===== config.mk =====
export PLATFORM = sky130hd
export DESIGN_NAME = arch_reg_dump_unit
export DESIGN_NICKNAME = d
export VERILOG_FILES = /design/src/rtl/dump_pkg.sv /design/src/rtl/arch_dump_beat_reg.sv /design/src/rtl/arch_reg_dump_unit.sv
export SDC_FILE = /design/constraint.sdc
export NUM_CORES = 1
export LEC_CHECK = 0
export BUFFER_PORTS_ARGS = -buffer_cell sky130_fd_sc_hd__buf_2
export CAP_MARGIN = 20
export CORE_UTILIZATION = 49
export DETAILED_ROUTE_END_ITERATION = 8
export GPL_TIMING_DRIVEN = 0
export MAX_ROUTING_LAYER = met4
export PLACE_DENSITY = 0.82
export SYNTH_ARGS = -nofsm -noshare
export SYNTH_HDL_FRONTEND = slang
export SYNTH_HIERARCHICAL = 1
export SYNTH_SLANG_ARGS = --single-unit

===== constraint.sdc =====
create_clock -name clk -period 2.4 [get_ports clk]
set_input_delay 0.48 -clock clk [delete_from_list [all_inputs] [get_ports clk]]
set_output_delay 0.48 -clock clk [all_outputs]
set_load 0.03 [all_outputs]

===== src/rtl/dump_pkg.sv =====
// Shared types for the architectural register dump unit.
// Holds the default widths, the payload typedefs and the FSM state encoding.
package dump_pkg;

  localparam int DEF_NUM_ARCH_REGS = 32;
  localparam int DEF_AREG_W        = 5;
  localparam int DEF_PREG_W        = 7;
  localparam int DEF_XLEN          = 32;

  typedef logic [DEF_AREG_W-1:0] areg_t;
  typedef logic [DEF_PREG_W-1:0] preg_t;
  typedef logic [DEF_XLEN-1:0]   word_t;

  // CSUM is only reached when ARCH_DUMP_CHECKSUM_EN is defined.
  typedef enum logic [2:0] {
    IDLE  = 3'd0,
    DRAIN = 3'd1,
    MAP   = 3'd2,
    READ  = 3'd3,
    SEND  = 3'd4,
    CSUM  = 3'd5,
    DONE  = 3'd6
  } dump_state_e;

endpackage


===== src/rtl/arch_dump_beat_reg.sv =====
// Output beat holding register for the dump stream.
// Valid/ready rule: a beat is transferred on a cycle where out_valid && out_ready
// at the rising edge; while out_valid is high and out_ready is low, the payload
// and out_valid stay unchanged. A load takes priority over the clearing
// handshake, so a new beat can replace the one leaving in the same cycle.
module arch_dump_beat_reg #(
  parameter int AREG_W = 5,
  parameter int PREG_W = 7,
  parameter int XLEN   = 32
) (
  input  logic              clk,
  input  logic              reset,
  input  logic              load,
  input  logic [AREG_W-1:0] in_areg,
  input  logic [PREG_W-1:0] in_preg,
  input  logic [XLEN-1:0]   in_data,
  input  logic              in_last,
  output logic              out_valid,
  input  logic              out_ready,
  output logic [AREG_W-1:0] out_areg,
  output logic [PREG_W-1:0] out_preg,
  output logic [XLEN-1:0]   out_data,
  output logic              out_last
);

  logic valid_q;
  logic last_q;

  // Capture a new beat on load; drop valid once the sink has taken the beat.
  always_ff @(posedge clk) begin
    if (!reset) begin
      valid_q  <= 1'b0;
      out_areg <= '0;
      out_preg <= '0;
      out_data <= '0;
      last_q   <= 1'b0;
    end else if (load) begin
      valid_q  <= 1'b1;
      out_areg <= in_areg;
      out_preg <= in_preg;
      out_data <= in_data;
      last_q   <= in_last;
    end else if (valid_q && out_ready) begin
      valid_q <= 1'b0;
    end
  end

  assign out_valid = valid_q;
  // Last is qualified so a stale flag never shows outside a live beat.
  assign out_last  = valid_q & last_q;

endmodule


===== src/rtl/arch_reg_dump_unit.sv =====
// Architectural register dump responder.
// Stalls fetch, waits for the ROB to drain, then walks x0..x(N-1) through the
// committed rename map and a PRF read port, emitting one beat per register.
// Optional feature macro: ARCH_DUMP_CHECKSUM_EN appends an XOR checksum beat.
module arch_reg_dump_unit
  import dump_pkg::*;
#(
  parameter int NUM_ARCH_REGS = DEF_NUM_ARCH_REGS,
  parameter int AREG_W        = DEF_AREG_W,
  parameter int PREG_W        = DEF_PREG_W,
  parameter int XLEN          = DEF_XLEN
) (
  input  logic              clk,
  input  logic              reset,
  input  logic              req_valid,
  output logic              req_ready,
  output logic              stall_fetch,
  input  logic              rob_empty,
  output logic [AREG_W-1:0] map_rd_addr,
  input  logic [PREG_W-1:0] map_rd_data,
  output logic              prf_rd_en,
  output logic [PREG_W-1:0] prf_rd_addr,
  input  logic [XLEN-1:0]   prf_rd_data,
  output logic              dump_valid,
  input  logic              dump_ready,
  output logic [AREG_W-1:0] dump_areg,
  output logic [PREG_W-1:0] dump_preg,
  output logic [XLEN-1:0]   dump_data,
  output logic              dump_last,
  output logic              dump_done,
  output dump_state_e       state_dbg
);

  localparam logic [AREG_W-1:0] LAST_IDX = AREG_W'(NUM_ARCH_REGS - 1);

  dump_state_e       state, state_n;
  logic [AREG_W-1:0] idx;
  logic [PREG_W-1:0] preg_q;
  logic              is_last;
  logic              beat_hs;

  logic              ld_en;
  logic [AREG_W-1:0] ld_areg;
  logic [PREG_W-1:0] ld_preg;
  logic [XLEN-1:0]   ld_data;
  logic              ld_last;

`ifdef ARCH_DUMP_CHECKSUM_EN
  logic [XLEN-1:0]   csum_q;
`endif

  assign is_last   = (idx == LAST_IDX);
  assign beat_hs   = dump_valid && dump_ready;
  assign state_dbg = state;

  // State, walk index and the phys tag captured from the committed map.
  always_ff @(posedge clk) begin
    if (!reset) begin
      state  <= IDLE;
      idx    <= '0;
      preg_q <= '0;
    end else begin
      state <= state_n;
      if (state == IDLE && req_valid) begin
        idx <= '0;
      end else if (state == SEND && beat_hs && !is_last) begin
        idx <= idx + AREG_W'(1);
      end
      if (state == MAP) begin
        preg_q <= map_rd_data;
      end
    end
  end

`ifdef ARCH_DUMP_CHECKSUM_EN
  // Running XOR of every register value as it is loaded into the beat register.
  always_ff @(posedge clk) begin
    if (!reset) begin
      csum_q <= '0;
    end else if (state == IDLE && req_valid) begin
      csum_q <= '0;
    end else if (state == READ) begin
      csum_q <= csum_q ^ ld_data;
    end
  end
`endif

  // Next-state decode and per-state strobes.
  always_comb begin
    state_n     = state;
    req_ready   = 1'b0;
    stall_fetch = 1'b1;
    map_rd_addr = '0;
    prf_rd_en   = 1'b0;
    prf_rd_addr = '0;
    dump_done   = 1'b0;
    ld_en       = 1'b0;
    ld_areg     = '0;
    ld_preg     = '0;
    ld_data     = '0;
    ld_last     = 1'b0;
    case (state)
      IDLE: begin
        req_ready   = 1'b1;
        stall_fetch = 1'b0;
        if (req_valid) state_n = DRAIN;
      end
      DRAIN: begin
        if (rob_empty) state_n = MAP;
      end
      MAP: begin
        map_rd_addr = idx;
        prf_rd_en   = 1'b1;
        prf_rd_addr = map_rd_data;
        state_n     = READ;
      end
      READ: begin
        // x0 is hardwired zero whatever the PRF holds for its tag.
        ld_en   = 1'b1;
        ld_areg = idx;
        ld_preg = preg_q;
        ld_data = (idx == '0) ? '0 : prf_rd_data;
`ifdef ARCH_DUMP_CHECKSUM_EN
        ld_last = 1'b0;
`else
        ld_last = is_last;
`endif
        state_n = SEND;
      end
      SEND: begin
        if (beat_hs) begin
          if (is_last) begin
`ifdef ARCH_DUMP_CHECKSUM_EN
            // Checksum beat replaces the departing x(N-1) beat directly.
            ld_en   = 1'b1;
            ld_data = csum_q;
            ld_last = 1'b1;
            state_n = CSUM;
`else
            state_n = DONE;
`endif
          end else begin
            state_n = MAP;
          end
        end
      end
`ifdef ARCH_DUMP_CHECKSUM_EN
      CSUM: begin
        if (beat_hs) state_n = DONE;
      end
`endif
      DONE: begin
        dump_done = 1'b1;
        state_n   = IDLE;
      end
      default: begin
        state_n = IDLE;
      end
    endcase
  end

  arch_dump_beat_reg #(
    .AREG_W (AREG_W),
    .PREG_W (PREG_W),
    .XLEN   (XLEN)
  ) u_beat (
    .clk       (clk),
    .reset     (reset),
    .load      (ld_en),
    .in_areg   (ld_areg),
    .in_preg   (ld_preg),
    .in_data   (ld_data),
    .in_last   (ld_last),
    .out_valid (dump_valid),
    .out_ready (dump_ready),
    .out_areg  (dump_areg),
    .out_preg  (dump_preg),
    .out_data  (dump_data),
    .out_last  (dump_last)
  );

endmodule

==> results.toml <==
[status]
status = "finished clean"

[global_routing]
antenna_found_initial = 0
track_usage_pct = 21.57
grt_start_max_net_pins = 11
first_global_vias = 2253
grt_overflow = 0
grt_pass1_wl_um = 10100

[timing]
slew_violations = 0
fmax_ghz = 0.4428
fin_crit_ps = 2258
finClkSkew_ps = 6.340
relSlewSlack_pct = 58.88
fin_tns_setup_ps = 0
rsz0062_at_grt = "no"
setup_viol = 0
finalCritPeriodShare_pct = 94.09
hold_viol = 0
worstMarginPinSlew_ps = 610.3

[yosys]
synthesis.instances = 294
synth.net_count = 341
synth.largest_area_cell = "dfxtp_1"
synth_edf_count = 0
seq_area_frac_synth_pct = 42.31
postSynthAreaPerCell_um2 = 9.818
synth_area_leaders = "dfxtp_1 (42%), mux2i_1 (16%), and2_1 (14%)"
synth_warnings = 6
synth_area_um2 = 2887
yosysTopAreaCellShare_pct = 42.31
ys_async_sr_fraction_pct = 0
synth.most_common_cell = "and2_1"
ys.flop_type = "dfxtp_1"
synth_commonest_cells = "and2_1 (63), dfxtp_1 (61), nor2b_1 (47)"
ys_types = 30
synth-seq-cells = 61

[finish]
ff_latch_area_um2 = 1226
fillCellCount = 472
antenna_cells = 0
multiInputGateArea_um2 = 1486
drive_above_1_share_pct = 33.09
postLayoutCoreUtil_pct = 66.58
final_nets = 459
area_growth_syn_to_layout_pct = 29.35
postLayoutCellArea_um2 = 3734

[critical_path]
worst-path-max-fanout = 10
path_class = "register to output pin"
timing.reg2reg.setup_slack_ps = 270
regToRegEndpoint = "u_beat/out_data[12]"
r2r-start = "state_dbg[2]"
end_kind = "output pin"
crit_arrival_ps = 1780
cp-start-kind = "register"
rr_worst_depth = 7
cp_data_required_time_ps = 1920

[cts]
clock_path_buffers = 2
cts_tree = "yes"
cts_root_buffer = "clkbuf_8"
htreeDepth = 3
cts_num_sinks = 61
clk_pin_slew_ps = 70
clock_latency_ps = 330
cts_inserted_buffers = 9
cts_setup_buffers = 0

[die]
rows = 27
core_area_um2 = 5608
initial_core_util_pct = 51.47
die_x_um = 78.75
fp.dieH_um = 78.75
io_pins = 109
die_area_um2 = 6202

[placement]
gp_congestion = 0.8413
dpl-instance-area_um2 = 3517
portBuffers = 108
place_hpwl_um = 4516

[worst_hold_path]
hp-start = "dump_ready"
hold_class = "primary input to register"
hold_end = "state_dbg[1]"
hold_depth = 3

[job]
maxCapViolCount = 0

[routing]
drc = 0
ant_nets = 0
vias_per_cell = 4.937
drt_iter0_markers = 74
wl_per_cell_um = 12.84
num_vias = 2414
first_pass_iters = 4
routed_wl_um = 6279

[power]
pwr_density_cell_nw_per_um2 = 541.7
fin_total_pwr_uw = 2022
leakagePower_uw = 0.001617
ir_worst_vdd_uv = 357.9
==> layout by cell type, fill, tap and decap left out, types with 2 or more instances in the layout <==
cell      netlist  routed
buf_2           0     101
nor2_1          4       4
ha_1            3       3
buf_12          4       4
o21ai_0         5       5
nand2b_1        2       2
buf_4           1       8
mux2i_1        45      45
clkbuf_1       10      10
o31ai_1         2       2
or4_1           2       2
clkbuf_2        3       2
nand3b_1        2       2
o21a_1          8       8
and2_1         63      63
clkbuf_8        0      13
nand3_1         5       5
a21oi_1         7       7
dfxtp_1        61      59
inv_1           8       8
nor2b_1        47      47
clkinv_2        0       2
and3_1          2       2
==> where the power goes <==
group / internal [uW] / switching, uW
clock: 484 / 387
sequential: 1020 / 6.53
combinational: 64.5 / 63.5
==> flip-flops by register name, indices dropped and copies added, names as in the netlist <==
register          flops
idx                   5
preg_q                7
state_dbg             3
u_beat/last_q         1
u_beat/out_areg       5
u_beat/out_data      32
u_beat/out_preg       7
u_beat/out_valid      1
==> cell families after synthesis <==
| family | Yosys count | share of synthesized area, % |
|---|---|---|
| mux | 45 | 15.60 |
| simple gates | 133 | 28.91 |
| compound gates | 25 | 5.592 |
| flops | 61 | 42.31 |
| buf+inv | 27 | 6.285 |
| fa+ha+maj | 3 | 1.301 |
==> worst max-delay path, stage by stage, from the launching register on <==
cell	delay, ps
dfxtp_1	380
or3b_4	480
inv_1	90
buf_4	150
and2_1	170
buf_4	170
==> worst max path at each step <==
stage / from / to / slack, ps / cells past startpoint
after floorplan: state_dbg[1] / prf_rd_addr[0] / 150 / 5
after global placement: state_dbg[1] / prf_rd_addr[6] / 220 / 6
after CTS: state_dbg[2] / prf_rd_addr[6] / 130 / 5
after detailed placement: state_dbg[1] / prf_rd_addr[4] / 180 / 6
final: state_dbg[2] / prf_rd_addr[6] / 140 / 5
after global routing: state_dbg[2] / prf_rd_addr[6] / 30 / 5
==> layout make-up <==
type,count,share of cell area [%]
Multi-Input combinational cell,206,39.81
Inverter,8,0.8043
Tap cell,72,2.413
Sequential cell,61,32.84
Buffer,18,3.921
Timing Repair Buffer,108,14.95
Clock inverter,3,0.4692
Clock buffer,13,4.792
==> per-stage QoR <==
step           hold slack, ps  setup slack [ps]  instances
2_1_floorplan           473.7             148.1        294
3_3_place_gp            491.6             216.2        474
3_5_place_dp            501.2             179.7        474
4_1_cts                 407.2             130.5        489
5_1_grt                 426.8             33.83        489
6_report                422.1             141.8        489
==> what timing repair did <==
action / CTS / global route
hold buffers: 0 / 0
resized for setup: 11 / 0
endpoints found under the setup margin: 10 / 0
==> per-layer routing <==
layer / track usage, % / up-vias / wire length [um]
li1: - / 1208 / -
met1: 25.11 / 1103 / 2876
met2: 36.17 / 96 / 2933
met3: 3.678 / 7 / 387
met4: 10.19 / 0 / 80
met5: - / - / 0
Note: power is estimated with default switching activity, not from simulation.
